**config.mk**
```make
export PLATFORM = sky130hd
export DESIGN_NAME = alu_mdu
export DESIGN_NICKNAME = d
export VERILOG_FILES = /design/src/rtl/alu_mdu.sv
export SDC_FILE = /design/constraint.sdc
export NUM_CORES = 1
export LEC_CHECK = 0
export BUFFER_PORTS_ARGS = -buffer_cell sky130_fd_sc_hd__clkbuf_2
export CAP_MARGIN = 20
export CORE_MARGIN = 2
export CORE_UTILIZATION = 35
export DETAILED_ROUTE_END_ITERATION = 6
export GPL_ROUTABILITY_DRIVEN = 0
export PLACE_DENSITY = 0.5
export REMOVE_ABC_BUFFERS = 1
export SLEW_MARGIN = 20
export SYNTH_ARGS = -nofsm -noshare
export SYNTH_HDL_FRONTEND = slang
export SYNTH_SLANG_ARGS = --single-unit
```
**constraint.sdc**
```tcl
create_clock -name i_clk -period 6 [get_ports i_clk]
set_input_delay 0.3 -clock i_clk [delete_from_list [all_inputs] [get_ports i_clk]]
set_output_delay 0.3 -clock i_clk [all_outputs]
set_load 0.02 [all_outputs]
```
**src/rtl/alu_mdu.sv**
```systemverilog
// alu_mdu: registered WIDTH-bit ALU with iterative signed/unsigned multiply/divide and HI/LO registers.
// Build option: define ALU_MDU_DIV_EN to include the divide datapath (ops 16/17); otherwise they act as illegal ops.
module alu_mdu #(
   parameter int WIDTH = 32,
   parameter int SHW   = $clog2(WIDTH)
) (
   input  logic             i_clk,
   input  logic             i_rst,
   input  logic             i_ALU_valid,
   output logic             o_ALU_ready,
   input  logic [4:0]       i_ALU_op,
   input  logic [WIDTH-1:0] i_ALU_srcA,
   input  logic [WIDTH-1:0] i_ALU_srcB,
   output logic             o_ALU_valid,
   output logic [WIDTH-1:0] o_ALU_aluOut,
   output logic             o_ALU_zero,
   output logic [WIDTH-1:0] o_ALU_hi,
   output logic [WIDTH-1:0] o_ALU_lo
);
   localparam int            CW       = $clog2(WIDTH);
   localparam logic [CW-1:0] CNT_LAST = CW'(WIDTH - 1);

   localparam logic [4:0] OP_ADD   = 5'd1;
   localparam logic [4:0] OP_SUB   = 5'd2;
   localparam logic [4:0] OP_AND   = 5'd3;
   localparam logic [4:0] OP_OR    = 5'd4;
   localparam logic [4:0] OP_XOR   = 5'd5;
   localparam logic [4:0] OP_NOR   = 5'd6;
   localparam logic [4:0] OP_CMP   = 5'd7;
   localparam logic [4:0] OP_CMPU  = 5'd8;
   localparam logic [4:0] OP_SL    = 5'd9;
   localparam logic [4:0] OP_SR    = 5'd10;
   localparam logic [4:0] OP_SRA   = 5'd11;
   localparam logic [4:0] OP_LUI   = 5'd12;
   localparam logic [4:0] OP_XAL   = 5'd13;
   localparam logic [4:0] OP_MULT  = 5'd14;
   localparam logic [4:0] OP_MULTU = 5'd15;
`ifdef ALU_MDU_DIV_EN
   localparam logic [4:0] OP_DIV   = 5'd16;
   localparam logic [4:0] OP_DIVU  = 5'd17;
`endif

   typedef enum logic [1:0] {S_IDLE, S_CALC, S_FIX} state_e;

   state_e               state_q;
   logic [CW-1:0]        cnt_q;
   logic                 ready_q;
   logic                 valid_q;
   logic [WIDTH-1:0]     out_q;
   logic                 zero_q;
   logic [WIDTH-1:0]     hi_q;
   logic [WIDTH-1:0]     lo_q;
   // p_q holds {partial product | remainder, multiplier | quotient}
   logic [2*WIDTH-1:0]   p_q;
   logic [WIDTH-1:0]     mcand_q;
   logic                 neg_lo_q;
`ifdef ALU_MDU_DIV_EN
   logic                 is_div_q;
   logic                 neg_hi_q;
   logic                 div0_q;
   logic [WIDTH-1:0]     a_q;
   logic [WIDTH:0]       trial_s;
   logic [WIDTH:0]       diff_s;
`endif

   logic                 is_mul_s;
   logic                 is_div_s;
   logic                 signed_s;
   logic                 start_s;
   logic                 neg_a_s;
   logic                 neg_b_s;
   logic [WIDTH-1:0]     abs_a_s;
   logic [WIDTH-1:0]     abs_b_s;
   logic [WIDTH-1:0]     alu_res_s;
   logic [WIDTH:0]       add_s;
   logic [2*WIDTH-1:0]   p_d;
   logic [2*WIDTH-1:0]   prod_s;
   logic [WIDTH-1:0]     fix_hi_s;
   logic [WIDTH-1:0]     fix_lo_s;

   // Decode multi-cycle ops and form operand magnitudes for the iterative unit
   always_comb begin
      is_mul_s = (i_ALU_op == OP_MULT) || (i_ALU_op == OP_MULTU);
`ifdef ALU_MDU_DIV_EN
      is_div_s = (i_ALU_op == OP_DIV) || (i_ALU_op == OP_DIVU);
      signed_s = (i_ALU_op == OP_MULT) || (i_ALU_op == OP_DIV);
`else
      is_div_s = 1'b0;
      signed_s = (i_ALU_op == OP_MULT);
`endif
      start_s  = is_mul_s || is_div_s;
      neg_a_s  = signed_s && i_ALU_srcA[WIDTH-1];
      neg_b_s  = signed_s && i_ALU_srcB[WIDTH-1];
      abs_a_s  = neg_a_s ? ({WIDTH{1'b0}} - i_ALU_srcA) : i_ALU_srcA;
      abs_b_s  = neg_b_s ? ({WIDTH{1'b0}} - i_ALU_srcB) : i_ALU_srcB;
   end

   // Single-cycle ALU result; illegal and multi-cycle opcodes yield zero here
   always_comb begin
      alu_res_s = {WIDTH{1'b0}};
      case (i_ALU_op)
         OP_ADD:  alu_res_s = i_ALU_srcA + i_ALU_srcB;
         OP_SUB:  alu_res_s = i_ALU_srcA - i_ALU_srcB;
         OP_AND:  alu_res_s = i_ALU_srcA & i_ALU_srcB;
         OP_OR:   alu_res_s = i_ALU_srcA | i_ALU_srcB;
         OP_XOR:  alu_res_s = i_ALU_srcA ^ i_ALU_srcB;
         OP_NOR:  alu_res_s = ~(i_ALU_srcA | i_ALU_srcB);
         OP_CMP:  alu_res_s = {{(WIDTH-1){1'b0}}, ($signed(i_ALU_srcA) < $signed(i_ALU_srcB))};
         OP_CMPU: alu_res_s = {{(WIDTH-1){1'b0}}, (i_ALU_srcA < i_ALU_srcB)};
         OP_SL:   alu_res_s = i_ALU_srcB << i_ALU_srcA[SHW-1:0];
         OP_SR:   alu_res_s = i_ALU_srcB >> i_ALU_srcA[SHW-1:0];
         OP_SRA:  alu_res_s = $signed(i_ALU_srcB) >>> i_ALU_srcA[SHW-1:0];
         OP_LUI:  alu_res_s = i_ALU_srcB << (WIDTH/2);
         OP_XAL:  alu_res_s = i_ALU_srcA + {{(WIDTH-4){1'b0}}, 4'd8};
         default: alu_res_s = {WIDTH{1'b0}};
      endcase
   end

   // One shift-add (multiply) or restoring-subtract (divide) step on unsigned magnitudes
   always_comb begin
      add_s = {1'b0, p_q[2*WIDTH-1:WIDTH]} + (p_q[0] ? {1'b0, mcand_q} : {(WIDTH+1){1'b0}});
      p_d   = {add_s, p_q[WIDTH-1:1]};
`ifdef ALU_MDU_DIV_EN
      trial_s = {p_q[2*WIDTH-1:WIDTH], p_q[WIDTH-1]};
      diff_s  = trial_s - {1'b0, mcand_q};
      if (is_div_q) begin
         if (diff_s[WIDTH]) begin
            p_d = {trial_s[WIDTH-1:0], p_q[WIDTH-2:0], 1'b0};
         end else begin
            p_d = {diff_s[WIDTH-1:0], p_q[WIDTH-2:0], 1'b1};
         end
      end else begin
         p_d = {add_s, p_q[WIDTH-1:1]};
      end
`endif
   end

   // Sign correction and special cases applied in the FIX state
   always_comb begin
      prod_s   = neg_lo_q ? ({(2*WIDTH){1'b0}} - p_q) : p_q;
      fix_hi_s = prod_s[2*WIDTH-1:WIDTH];
      fix_lo_s = prod_s[WIDTH-1:0];
`ifdef ALU_MDU_DIV_EN
      if (is_div_q) begin
         if (div0_q) begin
            fix_lo_s = {WIDTH{1'b1}};
            fix_hi_s = a_q;
         end else begin
            fix_lo_s = neg_lo_q ? ({WIDTH{1'b0}} - p_q[WIDTH-1:0]) : p_q[WIDTH-1:0];
            fix_hi_s = neg_hi_q ? ({WIDTH{1'b0}} - p_q[2*WIDTH-1:WIDTH]) : p_q[2*WIDTH-1:WIDTH];
         end
      end else begin
         fix_hi_s = prod_s[2*WIDTH-1:WIDTH];
      end
`endif
   end

   // Control FSM with registered handshake and result outputs
   always_ff @(posedge i_clk) begin
      if (i_rst) begin
         state_q  <= S_IDLE;
         cnt_q    <= {CW{1'b0}};
         ready_q  <= 1'b1;
         valid_q  <= 1'b0;
         out_q    <= {WIDTH{1'b0}};
         zero_q   <= 1'b1;
         hi_q     <= {WIDTH{1'b0}};
         lo_q     <= {WIDTH{1'b0}};
         p_q      <= {(2*WIDTH){1'b0}};
         mcand_q  <= {WIDTH{1'b0}};
         neg_lo_q <= 1'b0;
`ifdef ALU_MDU_DIV_EN
         is_div_q <= 1'b0;
         neg_hi_q <= 1'b0;
         div0_q   <= 1'b0;
         a_q      <= {WIDTH{1'b0}};
`endif
      end else begin
         case (state_q)
            S_IDLE: begin
               if (i_ALU_valid && ready_q) begin
                  if (start_s) begin
                     state_q  <= S_CALC;
                     cnt_q    <= {CW{1'b0}};
                     ready_q  <= 1'b0;
                     valid_q  <= 1'b0;
                     p_q      <= {{WIDTH{1'b0}}, abs_a_s};
                     mcand_q  <= abs_b_s;
                     neg_lo_q <= neg_a_s ^ neg_b_s;
`ifdef ALU_MDU_DIV_EN
                     is_div_q <= is_div_s;
                     neg_hi_q <= neg_a_s;
                     div0_q   <= (i_ALU_srcB == {WIDTH{1'b0}});
                     a_q      <= i_ALU_srcA;
`endif
                  end else begin
                     valid_q <= 1'b1;
                     out_q   <= alu_res_s;
                     zero_q  <= (alu_res_s == {WIDTH{1'b0}});
                  end
               end else begin
                  valid_q <= 1'b0;
               end
            end
            S_CALC: begin
               p_q   <= p_d;
               cnt_q <= cnt_q + CW'(1);
               if (cnt_q == CNT_LAST) begin
                  state_q <= S_FIX;
               end
            end
            S_FIX: begin
               hi_q    <= fix_hi_s;
               lo_q    <= fix_lo_s;
               out_q   <= fix_lo_s;
               zero_q  <= (fix_lo_s == {WIDTH{1'b0}});
               valid_q <= 1'b1;
               ready_q <= 1'b1;
               cnt_q   <= {CW{1'b0}};
               state_q <= S_IDLE;
            end
            default: begin
               state_q <= S_IDLE;
               ready_q <= 1'b1;
               valid_q <= 1'b0;
            end
         endcase
      end
   end

   assign o_ALU_ready  = ready_q;
   assign o_ALU_valid  = valid_q;
   assign o_ALU_aluOut = out_q;
   assign o_ALU_zero   = zero_q;
   assign o_ALU_hi     = hi_q;
   assign o_ALU_lo     = lo_q;

endmodule

```
==> qor.csv <==
metric;value;unit
status;complete, but fails checks;
failing checks;DRC;
TritonCTS clock tree;built;
post-synthesis cell count;2916;
ANT nets after route;0;
total die area;0.0647;mm2
H-tree depth;1;
EDFF count, synth;0;
clock buffer depth;3;
min cycle time layout;4.75;ns
FFs w/ async S/R, synth;0;%
cts bufs inserted;23;
Pleak;9.68;nW
final count of negative-setup-slack endpoints;0;
Overflow after GRT;0;
R2R Setup Slk;1.77;ns
Clock transition at path regs;0.06;ns
crit-path max FO;45;
CTS-repair resized insts;0;
Post-CTS Setup Bufs;0;
First-pass DRT Iterations;7;
# port buffers;170;
pin count of the biggest net entering global routing;91;
crit start category;input pin;
Overall Power;4.33;mW
final hold viol count;0;
final-layout fill cell count;6480;
Site Rows;91;
Total GRT Usage;31.7;%
num ports;171;
period utilisation layout;79.1;%
CP Data Arrival Time;5.21;ns
antenna violations before repair;9;
commonest non-fill, non-tap cell in the layout;nor2_1;
main area contributors after synthesis;dfxtp_1, ha_1, xnor2_1, nor2_1, a21oi_1;
clock sink count;203;
ys flop type;dfxtp_1;
Syn Area/Cell;7.53;um2
RSZ-0062 raised after global routing;no;
Remaining DRCs;5;
Required @ worst endpoint;6.47;ns
share of the synthesized area in the top cell type;18.5;%
critical path class;in -> reg;
clock latency on the worst-skew pair;0.52;ns
CTS Root Cell;clkbuf_16;
area leader, netlist;dfxtp_1;
Detail Placement HPWL;81700;um
sequential element share of the synthesized area;18.5;%
commonest cells after routing, fill and taps aside;nor2_1, nand2_1, dfxtp_1;
vias in the first global route;22800;
Clock Skews;0.0114;ns
DP Worst Slack;1.03;ns
core area;0.0618;mm2
CP max-delay cell;a221oi_1;
first-pass GRT wire length;154000;um
Rel. slew slack;10.4;%
Mapped Area;0.0220;mm2
DRT iter0 DRCs;3764;
Die Y;254;um
WL/cell;28.0;um
fmax;211;MHz
Initial Util;35.5;%
DR vias;24800;
power per standard cell area;178;mW/mm2
CP peak stage delay;1.00;ns
Final #Nets;3171;
Final Max Slew Viols;0;
hold_buf cts;0;
Worst-Margin Slew;1.33;ns
layout cells sized above 1;12.7;%
Worst VDD drop;0.181;mV
Max Cap Viol;0;
Synth cell types;91;
DRT Wirelength;106000;um
Die X-Extent;254;um
min-delay worst type;in -> reg;
Crit. End Element;flop;
synth warn;0;
Via density;6.54;
synthesis-stage register bit count;203;
area grow syn2layout;11.0;%
PnR worst setup slack;1.25;ns
Critical Path, Cell by Cell;buf_4 -> inv_1 -> ha_1 -> a211oi_1 -> o21bai_1 -> a2111oi_0 -> nor3_1 -> a221o_1 -> a221oi_1 -> and4b_1 -> nand4_1 -> nor3_1 -> nand4_1 -> nor4_1 -> a21o_1;
## critical path: cells and delay by family
family	cells	cell delay [ns]
AO/OA/AOI/OAI	6	2.47
AND/OR/NAND/NOR	6	1.29
buffers and inverters	2	0.73
adder cells (fa/ha/maj)	1	0.39
## registers in the layout (all words and copies together) (netlist names)
| name | cells |
|---|---|
| mcand_q | 32 |
| o_ALU_valid | 1 |
| state_q | 2 |
| cnt_q | 5 |
| o_ALU_ready | 1 |
| p_q | 64 |
| o_ALU_aluOut | 32 |
| neg_lo_q | 1 |
| o_ALU_lo | 32 |
| o_ALU_zero | 1 |
| o_ALU_hi | 32 |
## cells in the mapped netlist, types with 57 or more instances
cell type    n
nor2_1     354
a211oi_1   103
nor3_1      68
o21ai_0    135
clkbuf_1   186
mux2i_1     57
inv_1       99
xnor2_1    158
nand2_1    214
dfxtp_1    203
ha_1       150
xor2_1      65
a21oi_1    183
## kinds of logic (layout without fill, tap and decap cells)
| family | after synthesis | count (layout) | synth area share, % |
|---|---|---|---|
| multiplexers | 115 | 115 | 7.06 |
| flip-flops | 203 | 203 | 18.5 |
| XOR/XNOR | 223 | 223 | 8.90 |
| buffers and inverters | 334 | 379 | 6.03 |
| adder cells (fa/ha/maj) | 153 | 153 | 8.82 |
| AND/OR/NAND/NOR | 967 | 967 | 21.0 |
| other | 0 | 1 | 0 |
| AO/OA/AOI/OAI | 921 | 921 | 29.6 |
## per-stage QoR
| step | cell area (um2) | hold slack (ns) | setup TNS, ns | utilization (%) | cells |
|---|---|---|---|---|---|
| 2_1_floorplan | 21000 | 0.369 | -1.92 | - | 2684 |
| 3_3_place_gp | 23600 | 0.443 | 0 | 38.1 | 3757 |
| 3_5_place_dp | 23600 | 0.444 | 0 | 38.1 | 3757 |
| 4_1_cts | 24300 | 0.170 | 0 | 39.4 | 3797 |
| 5_1_grt | 24400 | 0.193 | 0 | 39.4 | 3798 |
| 6_report | 24400 | 0.177 | 0 | 39.4 | 3799 |
## cell type report
type                    instances  area, um2  area share [%]
repair buffers                237       1420            5.84
flip-flops and latches        203       4070            16.7
multi-input cells            2379      16700            68.4
well taps                     837       1050            4.30
clock buffers                  31        636            2.61
inverters                     102        383            1.57
clock inverters                 9        149           0.611
diodes                          1       2.50          0.0103
## power by group
| part | internal [mW] | switching (mW) | leakage (nW) |
|---|---|---|---|
| Clock | 0.913 | 0.581 | 0.388 |
| Combinational | 0.444 | 0.995 | 7.65 |
| Sequential | 1.37 | 0.0243 | 1.64 |
## final timing paths
kind | cells past startpoint | endpoint | from
max | 15 | o_ALU_zero$_SDFFE_PP1P_ | i_ALU_srcA[1]
max reg2reg | 14 | p_q[60]$_SDFFE_PP0P_ | p_q[0]$_SDFFE_PP0P_
min reg2reg | 2 | o_ALU_lo[9]$_SDFFE_PP0P_ | o_ALU_lo[9]$_SDFFE_PP0P_
min | 2 | p_q[35]$_SDFFE_PP0P_ | i_rst
## per-layer routing
layer	vias to the layer above	part of all wire [%]	wire (um)	GRT usage [%]
li1	10900	-	-	-
met1	11800	41	43200	42.5
met2	1730	40	43000	45.8
met3	379	13	14300	10.7
met4	14	5.5	5850	14.1
met5	-	0.094	100	0
(Power assumes the default switching activity.)
